File: config.mk
export PLATFORM = sky130hd
export DESIGN_NAME = sp_request_arbiter
export DESIGN_NICKNAME = d
export VERILOG_FILES = /design/src/rtl/sp_request_arbiter.sv
export SDC_FILE = /design/constraint.sdc
export NUM_CORES = 1
export LEC_CHECK = 0
export CELL_PAD_IN_SITES_DETAIL_PLACEMENT = 1
export CELL_PAD_IN_SITES_GLOBAL_PLACEMENT = 1
export CORE_MARGIN = 3
export CORE_UTILIZATION = 30
export CTS_CLUSTER_DIAMETER = 120
export DETAILED_ROUTE_END_ITERATION = 8
export PLACE_DENSITY_LB_ADDON = 0.1
export SLEW_MARGIN = 0
export SYNTH_ARGS = -nofsm -noshare
export SYNTH_HDL_FRONTEND = slang
export SYNTH_SLANG_ARGS = --single-unit
File: constraint.sdc
create_clock -name CLK -period 5.9 [get_ports CLK]
set_input_delay 1.18 -clock CLK [delete_from_list [all_inputs] [get_ports CLK]]
set_output_delay 1.18 -clock CLK [all_outputs]
set_load 0.02 [all_outputs]
File: src/rtl/sp_request_arbiter.sv
// Round-robin merge of MLS and GEMM requests into 38-bit scratchpad FIFO entries; one-slot capture, push no earlier than the cycle after accept.
// Backpressure: fifo_full, the credit limit or a halted state holds the slots; ready drops while a slot is held or once the drain has begun.
module sp_request_arbiter #(
  parameter int MAX_OUTSTANDING = 8,
  parameter int CNT_W           = $clog2(MAX_OUTSTANDING + 1)
) (
  input  logic             CLK,
  input  logic             nRST,
  input  logic             mls_req,
  input  logic [1:0]       mls_ls,
  input  logic [3:0]       mls_rd,
  input  logic [31:0]      mls_addr,
  output logic             mls_ready,
  input  logic             gemm_req,
  input  logic             gemm_new_weight,
  input  logic [15:0]      gemm_sel,
  output logic             gemm_ready,
  input  logic             fifo_full,
  output logic             fifo_wen,
  output logic [37:0]      fifo_wdata,
  input  logic             load_complete,
  input  logic             store_complete,
  input  logic             gemm_complete,
  input  logic             halt,
  output logic             halt_done,
  output logic [CNT_W-1:0] outstanding,
  output logic             err
);

  typedef enum logic [1:0] {ST_RUN, ST_DRAIN, ST_HALTED} state_t;

  typedef struct packed {
    logic [1:0]  op;
    logic [3:0]  tag;
    logic [31:0] addr;
  } sp_entry_t;

  localparam logic [CNT_W-1:0] MAX_CNT = CNT_W'(MAX_OUTSTANDING);

  state_t           state_q, state_d;
  logic             mls_vld_q, mls_vld_d;
  sp_entry_t        mls_dat_q, mls_dat_d;
  logic             gemm_vld_q, gemm_vld_d;
  sp_entry_t        gemm_dat_q, gemm_dat_d;
  logic             last_gemm_q, last_gemm_d;
  logic [CNT_W-1:0] cnt_q, cnt_d;
  logic             err_q, err_d;

  logic             can_push, push, grant_mls, push_mls, push_gemm;
  logic             mls_acc, mls_legal, gemm_acc, underflow;
  logic [1:0]       dec;
  logic [CNT_W:0]   sum;

  always_comb begin
    can_push   = !fifo_full && (cnt_q < MAX_CNT) && (state_q != ST_HALTED);
    // MLS wins when alone, or when both are waiting and GEMM took the last push.
    grant_mls  = mls_vld_q && (!gemm_vld_q || last_gemm_q);
    push       = can_push && (mls_vld_q || gemm_vld_q);
    push_mls   = push && grant_mls;
    push_gemm  = push && !grant_mls;

    mls_ready  = (state_q == ST_RUN) && (!mls_vld_q || push_mls);
    gemm_ready = (state_q == ST_RUN) && (!gemm_vld_q || push_gemm);
    fifo_wen   = push;
    fifo_wdata = grant_mls ? mls_dat_q : gemm_dat_q;

    mls_acc    = mls_req && mls_ready;
    mls_legal  = (mls_ls == 2'b01) || (mls_ls == 2'b10);
    gemm_acc   = gemm_req && gemm_ready;

    mls_vld_d  = mls_vld_q && !push_mls;
    mls_dat_d  = mls_dat_q;
    if (mls_acc) begin
      // Illegal op codes are consumed from the requester but never stored.
      mls_vld_d = mls_legal;
      if (mls_legal) begin
        mls_dat_d.op   = mls_ls;
        mls_dat_d.tag  = mls_rd;
        mls_dat_d.addr = mls_addr;
      end
    end

    gemm_vld_d = gemm_vld_q && !push_gemm;
    gemm_dat_d = gemm_dat_q;
    if (gemm_acc) begin
      gemm_vld_d      = 1'b1;
      gemm_dat_d.op   = 2'b11;
      gemm_dat_d.tag  = {gemm_new_weight, 3'b000};
      gemm_dat_d.addr = {16'd0, gemm_sel};
    end

    last_gemm_d = push ? !grant_mls : last_gemm_q;

    dec       = 2'(load_complete) + 2'(store_complete) + 2'(gemm_complete);
    sum       = {1'b0, cnt_q} + (CNT_W + 1)'(push);
    underflow = sum < (CNT_W + 1)'(dec);
    cnt_d     = underflow ? '0 : CNT_W'(sum - (CNT_W + 1)'(dec));

    err_d = err_q || underflow || (mls_acc && !mls_legal);

    state_d = state_q;
    case (state_q)
      ST_RUN:    if (halt) state_d = ST_DRAIN;
      ST_DRAIN:  if (!mls_vld_q && !gemm_vld_q && (cnt_q == '0) && (cnt_d == '0))
                   state_d = ST_HALTED;
      ST_HALTED: state_d = ST_HALTED;
      default:   state_d = ST_RUN;
    endcase
  end

  always_ff @(posedge CLK) begin
    if (!nRST) begin
      state_q     <= ST_RUN;
      mls_vld_q   <= 1'b0;
      mls_dat_q   <= '0;
      gemm_vld_q  <= 1'b0;
      gemm_dat_q  <= '0;
      last_gemm_q <= 1'b1;
      cnt_q       <= '0;
      err_q       <= 1'b0;
    end else begin
      state_q     <= state_d;
      mls_vld_q   <= mls_vld_d;
      mls_dat_q   <= mls_dat_d;
      gemm_vld_q  <= gemm_vld_d;
      gemm_dat_q  <= gemm_dat_d;
      last_gemm_q <= last_gemm_d;
      cnt_q       <= cnt_d;
      err_q       <= err_d;
    end
  end

  assign halt_done   = (state_q == ST_HALTED);
  assign outstanding = cnt_q;
  assign err         = err_q;

endmodule

After elaboration in Yosys (flattened, before gate mapping):

Cells that the tools add are included.

* register bits after elaboration: 66
* input bits: 64
* word-level logic and storage cells: 67
* output and inout port bits: 47

* muxes and demuxes: 7
* $lt $le $gt $ge: 2
* $add $sub $neg: 4
* reduce and logical (&&, ||, !) cells: 35
* equal/unequal tests: 7

Operators with widths (count)
* 38-bit two-way mux: 1
* 1-bit logical AND: 16
* 4-bit zero test: 2
* 1-bit zero test: 7
* 1-bit logical OR: 7
* 2-bit inequality test, second input constant: 3
* 2-bit case mux with 3 select lines: 1
* 4-bit by 1-bit adder with 5-bit output: 1
* 5-bit by 2-bit < comparator with 1-bit output: 1
* 2-bit by 1-bit equality test with 1-bit output, second input constant: 2
* 2-bit equality test, second input constant: 2
* 4-bit < comparator, second input constant: 1
* 2-bit two-way mux: 2
* 4-bit two-way mux: 1
* 2-bit AND reduction: 2
* 4-bit by 2-bit subtractor with 4-bit output: 1
* 1-bit by 1-bit adder with 2-bit output: 1
* 2-bit by 1-bit adder with 2-bit output: 1
* 2-bit zero test: 1
* 1-bit two-way mux: 2

Depth between registers and ports, before layout:

* depth after elaboration: 11
* gate-level depth with buffers: 14
* depth with buffers taken out: 14

Worst setup path before layout:

Ideal clock, no wire load.

* kind: input to register
* from: input port fifo_full
* to: register state_q[0]
* cell stages on the path: 10
* slack: 2.072 ns
* arrival time: 3.757 ns
* buffers on the path: 0
* cell sequence: or3_1 -> nor2_1 -> ha_1 -> ha_1 -> fa_1 -> xnor2_1 -> xnor2_1 -> a41oi_1 -> a21boi_1 -> mux2i_1

* word-level cells in the longest chain between the ends: 11

Ends and longest elaborated chain
* start, declared: RTL line 18 `input logic fifo_full,`
* 1-bit zero test (*): RTL line 55 `can_push = !fifo_full && (cnt_q < MAX_CNT) && (state_q != ST_HALTED);`
* 1-bit logical AND (*) (2 in series): RTL line 55
* 1-bit logical AND (*): RTL line 58 `push = can_push && (mls_vld_q || gemm_vld_q);`
* named net fifo_wen: RTL line 19 `output logic fifo_wen,`
* 4-bit by 1-bit adder with 5-bit output (*): RTL line 95 `sum = {1'b0, cnt_q} + (CNT_W + 1)'(push);`
* 4-bit by 2-bit subtractor with 4-bit output or 5-bit by 2-bit < comparator with 1-bit output (tied branches): RTL line 97, 96
* 4-bit two-way mux (*): RTL line 97 `cnt_d = underflow ? '0 : CNT_W'(sum - (CNT_W + 1)'(dec));`
* 4-bit zero test (*): RTL line 104 `ST_DRAIN: if (!mls_vld_q && !gemm_vld_q && (cnt_q == '0) && (cnt_d == '0))`
* 1-bit logical AND (*): RTL line 104
* 2-bit inequality test (no source line) (*)
* 2-bit AND reduction (no source line) (*)
* end signal, assigned: RTL line 122 `state_q <= state_d;`
* end, declared: RTL line 40 `state_t state_q, state_d;`

The timed path passes the listed nets; every way through them passes the cells marked *.
A chain may end at the register's enable or synchronous reset.

Worst setup path after layout:

* from: input port fifo_full
* to: output port gemm_ready

* word-level cells in the longest chain between the ends: 7

Ends and longest elaborated chain
* 1-bit zero test: RTL line 55
* 1-bit logical AND (2 in series): RTL line 55
* 1-bit logical AND: RTL line 58
* 1-bit logical AND: RTL line 60 `push_gemm = push && !grant_mls;`
* 1-bit logical OR: RTL line 63 `gemm_ready = (state_q == ST_RUN) && (!gemm_vld_q || push_gemm);`
* 1-bit logical AND: RTL line 63
* end, declared: RTL line 17 `output logic gemm_ready,`

No other way between the ends.

==> results.json <==
{
  "drt-pass1-iter-count": 4,
  "cts_setup_buffers": 0,
  "syn-num-nets": 483,
  "synth_edf_count": 0,
  "vias": 3019,
  "root_buffer": "clkbuf_8",
  "synth.distinct_cells": 41,
  "nNetsFinal": 580,
  "rsz0062_at_grt": "no",
  "total_leakage_power_uw": 0.001771,
  "min_period_ns": 4.123,
  "p_total_uw": 1463,
  "finalSetupViolations": 0,
  "die_h_microns": 109.0,
  "clk_pin_slew_ns": 0.07,
  "gp_congestion": 0.7863,
  "layout-drive-gt1-share_pct": 4.314,
  "layout_setup_ws_ns": 1.777,
  "place_inst": 628,
  "dpl.hpwl_microns": 6355,
  "hold_depth": 2,
  "regArea_sq_um": 1321,
  "post-place-ws_ns": 1.621,
  "ant_nets": 0,
  "crit_path_end_kind": "output port",
  "finalHoldViolations": 0,
  "synth_cells": 409,
  "wl_per_cell_microns": 14.56,
  "ys_warn_count": 0,
  "route.detailed.drc": 0,
  "viasPerCell": 4.695,
  "worst_pin_slew_ns": 1.095,
  "max_freq_ghz": 0.2425,
  "clock_latency_ns": 0.34,
  "fin_cells": 643,
  "reg2reg_depth": 12,
  "relSlewSlack_pct": 26.82,
  "drt_wl_total_microns": 9361,
  "finalClockSkew_ns": 0.007275,
  "die-area_sq_um": 11880,
  "grt_pass1_vias": 3147,
  "hold_buffers": 0,
  "vdd_drop_max_mv": 0.1783,
  "multi_input_area_sq_um": 1710,
  "antenna_found_initial": 0,
  "ys_seq_area_share_pct": 41.53,
  "port_buffers": 110,
  "drv_slew": 0,
  "cp_max_fo": 4,
  "areaGrowthSynthToFinish_pct": 40.70,
  "drt_iter0_markers": 118,
  "cp.arrival_ns": 2.94,
  "status": "finished clean",
  "rows": 36,
  "synth-main-ff-cell": "dfxtp_1",
  "powerDensity_nw_per_um2": 326.8,
  "grt_pass1_wl_microns": 15390,
  "path_class": "in -> out",
  "hold_class": "reg -> reg",
  "syn_area_sq_um": 3182,
  "cts_tree": "done",
  "boundaryPins": 111,
  "avgSynthCellArea_sq_um": 7.779,
  "synth-seq-cells": 66,
  "coreArea_sq_um": 10040,
  "ys_async_sr_fraction_pct": 0,
  "final.fill_count": 1263,
  "gr-total-overflow": 0,
  "grt_max_degree": 68,
  "utilization_pct": 44.57,
  "cts_resized": 0,
  "start_util_pct": 31.68,
  "fin_crit_sh_pct": 69.89,
  "clock-sinks": 66,
  "antennaDiodeCount": 0,
  "numCtsBuffers": 9,
  "cap_violations": 0,
  "finalSetupTns_ns": 0,
  "h-tree-depth": 3,
  "critPathLaunchType": "input port",
  "die_width_microns": 109.0,
  "clk_path_buf_depth": 2,
  "grt_usage_pct": 16.38,
  "required_ns": 4.72
}
per-layer routing:
layer / GRT usage (%) / up-vias / part of all wire (%)
met5: 0 / - / 0
met4: 3.968 / 0 / 0.83
met3: 4.796 / 6 / 5.6
met2: 26.36 / 69 / 47
met1: 21.57 / 1425 / 46
li1: - / 1519 / -
Yosys cell counts (all sizes together), types with 4 or more instances:
library cell    n  area share [%]
nand2         174              21
dfxtp          66              42
a21boi         58              14
and3           21             4.2
clkbuf         19             2.2
ha              8             3.1
nor2            8            0.94
and2            6             1.2
buf             6             1.8
inv             6            0.71
o21ai           4            0.75
through the flow:
| step | hold WS [ns] | cell area (sq um) |
|---|---|---|
| global route | 0.4745 | 4477 |
| finish | 0.4542 | 4477 |
| detailed placement | 0.4456 | 4324 |
| global placement | 0.4418 | 4324 |
| floorplan | 0.4353 | 3182 |
| CTS | 0.4570 | 4477 |
final cells by class:
| cell class | instances | area share [%] |
|---|---|---|
| multi-input cells | 312 | 38.21 |
| flip-flops and latches | 66 | 29.51 |
| repair buffers | 111 | 24.65 |
| well taps | 133 | 3.717 |
| clock buffers | 12 | 3.018 |
| inverters | 6 | 0.5031 |
| clock inverters | 3 | 0.3913 |
final timing paths:
check | startpoint | to | slack [ns]
hold reg to reg | gemm_dat_q[7]$_SDFFE_PN0P_ | gemm_dat_q[7]$_SDFFE_PN0P_ | 0.45
hold / removal | gemm_dat_q[7]$_SDFFE_PN0P_ | gemm_dat_q[7]$_SDFFE_PN0P_ | 0.45
setup / recovery | fifo_full | gemm_ready | 1.78
setup reg to reg | state_q[0]$_SDFFE_PN0P_ | state_q[1]$_SDFFE_PN0P_ | 2.51
power breakdown:
group | leakage (uW) | switching (uW) | internal, uW
clock | 0.0000762 | 168 | 149
combinational | 0.00116 | 328 | 254
sequential | 0.000539 | 48.7 | 515
cells by family after synthesis:
kind of cell               Yosys count  share of synthesized area [%]
AOI/OAI and AO/OA                   73                          17.22
xor gates and xnor gates             3                         0.8259
adders and majority gates           10                          4.404
buffers and inverters               31                          4.719
DFF                                 66                          41.53
muxes                                2                         0.6292
and+or+nand+nor                    224                          30.67
placed cells by master (no fill, tap or decap), types with 6 or more instances in the layout:
cell             synthesis  final
dfxtp_1                 66     66
and2_1                   6      6
a21boi_0                48     48
clkbuf_8                 0      9
nand2_1                174    174
ha_1                     8      8
a21boi_1                 9      9
nor2_1                   8      8
and3_1                  20     20
inv_1                    6      6
clkdlybuf4s50_1          0    109
worst max-delay path: stages:
cell and delay (ns):
clkdlybuf4s50_1 0.42, or3_1 0.37, o21ai_2 0.22, and2_1 0.15, clkdlybuf4s50_1 0.60
sequential cells by signal, indices dropped and copies added (netlist names):
signal	count
last_gemm_q	1
err	1
gemm_vld_q	1
outstanding	4
gemm_dat_q	18
mls_vld_q	1
state_q	2
mls_dat_q	38
Note: power is estimated with default switching activity, not from simulation.
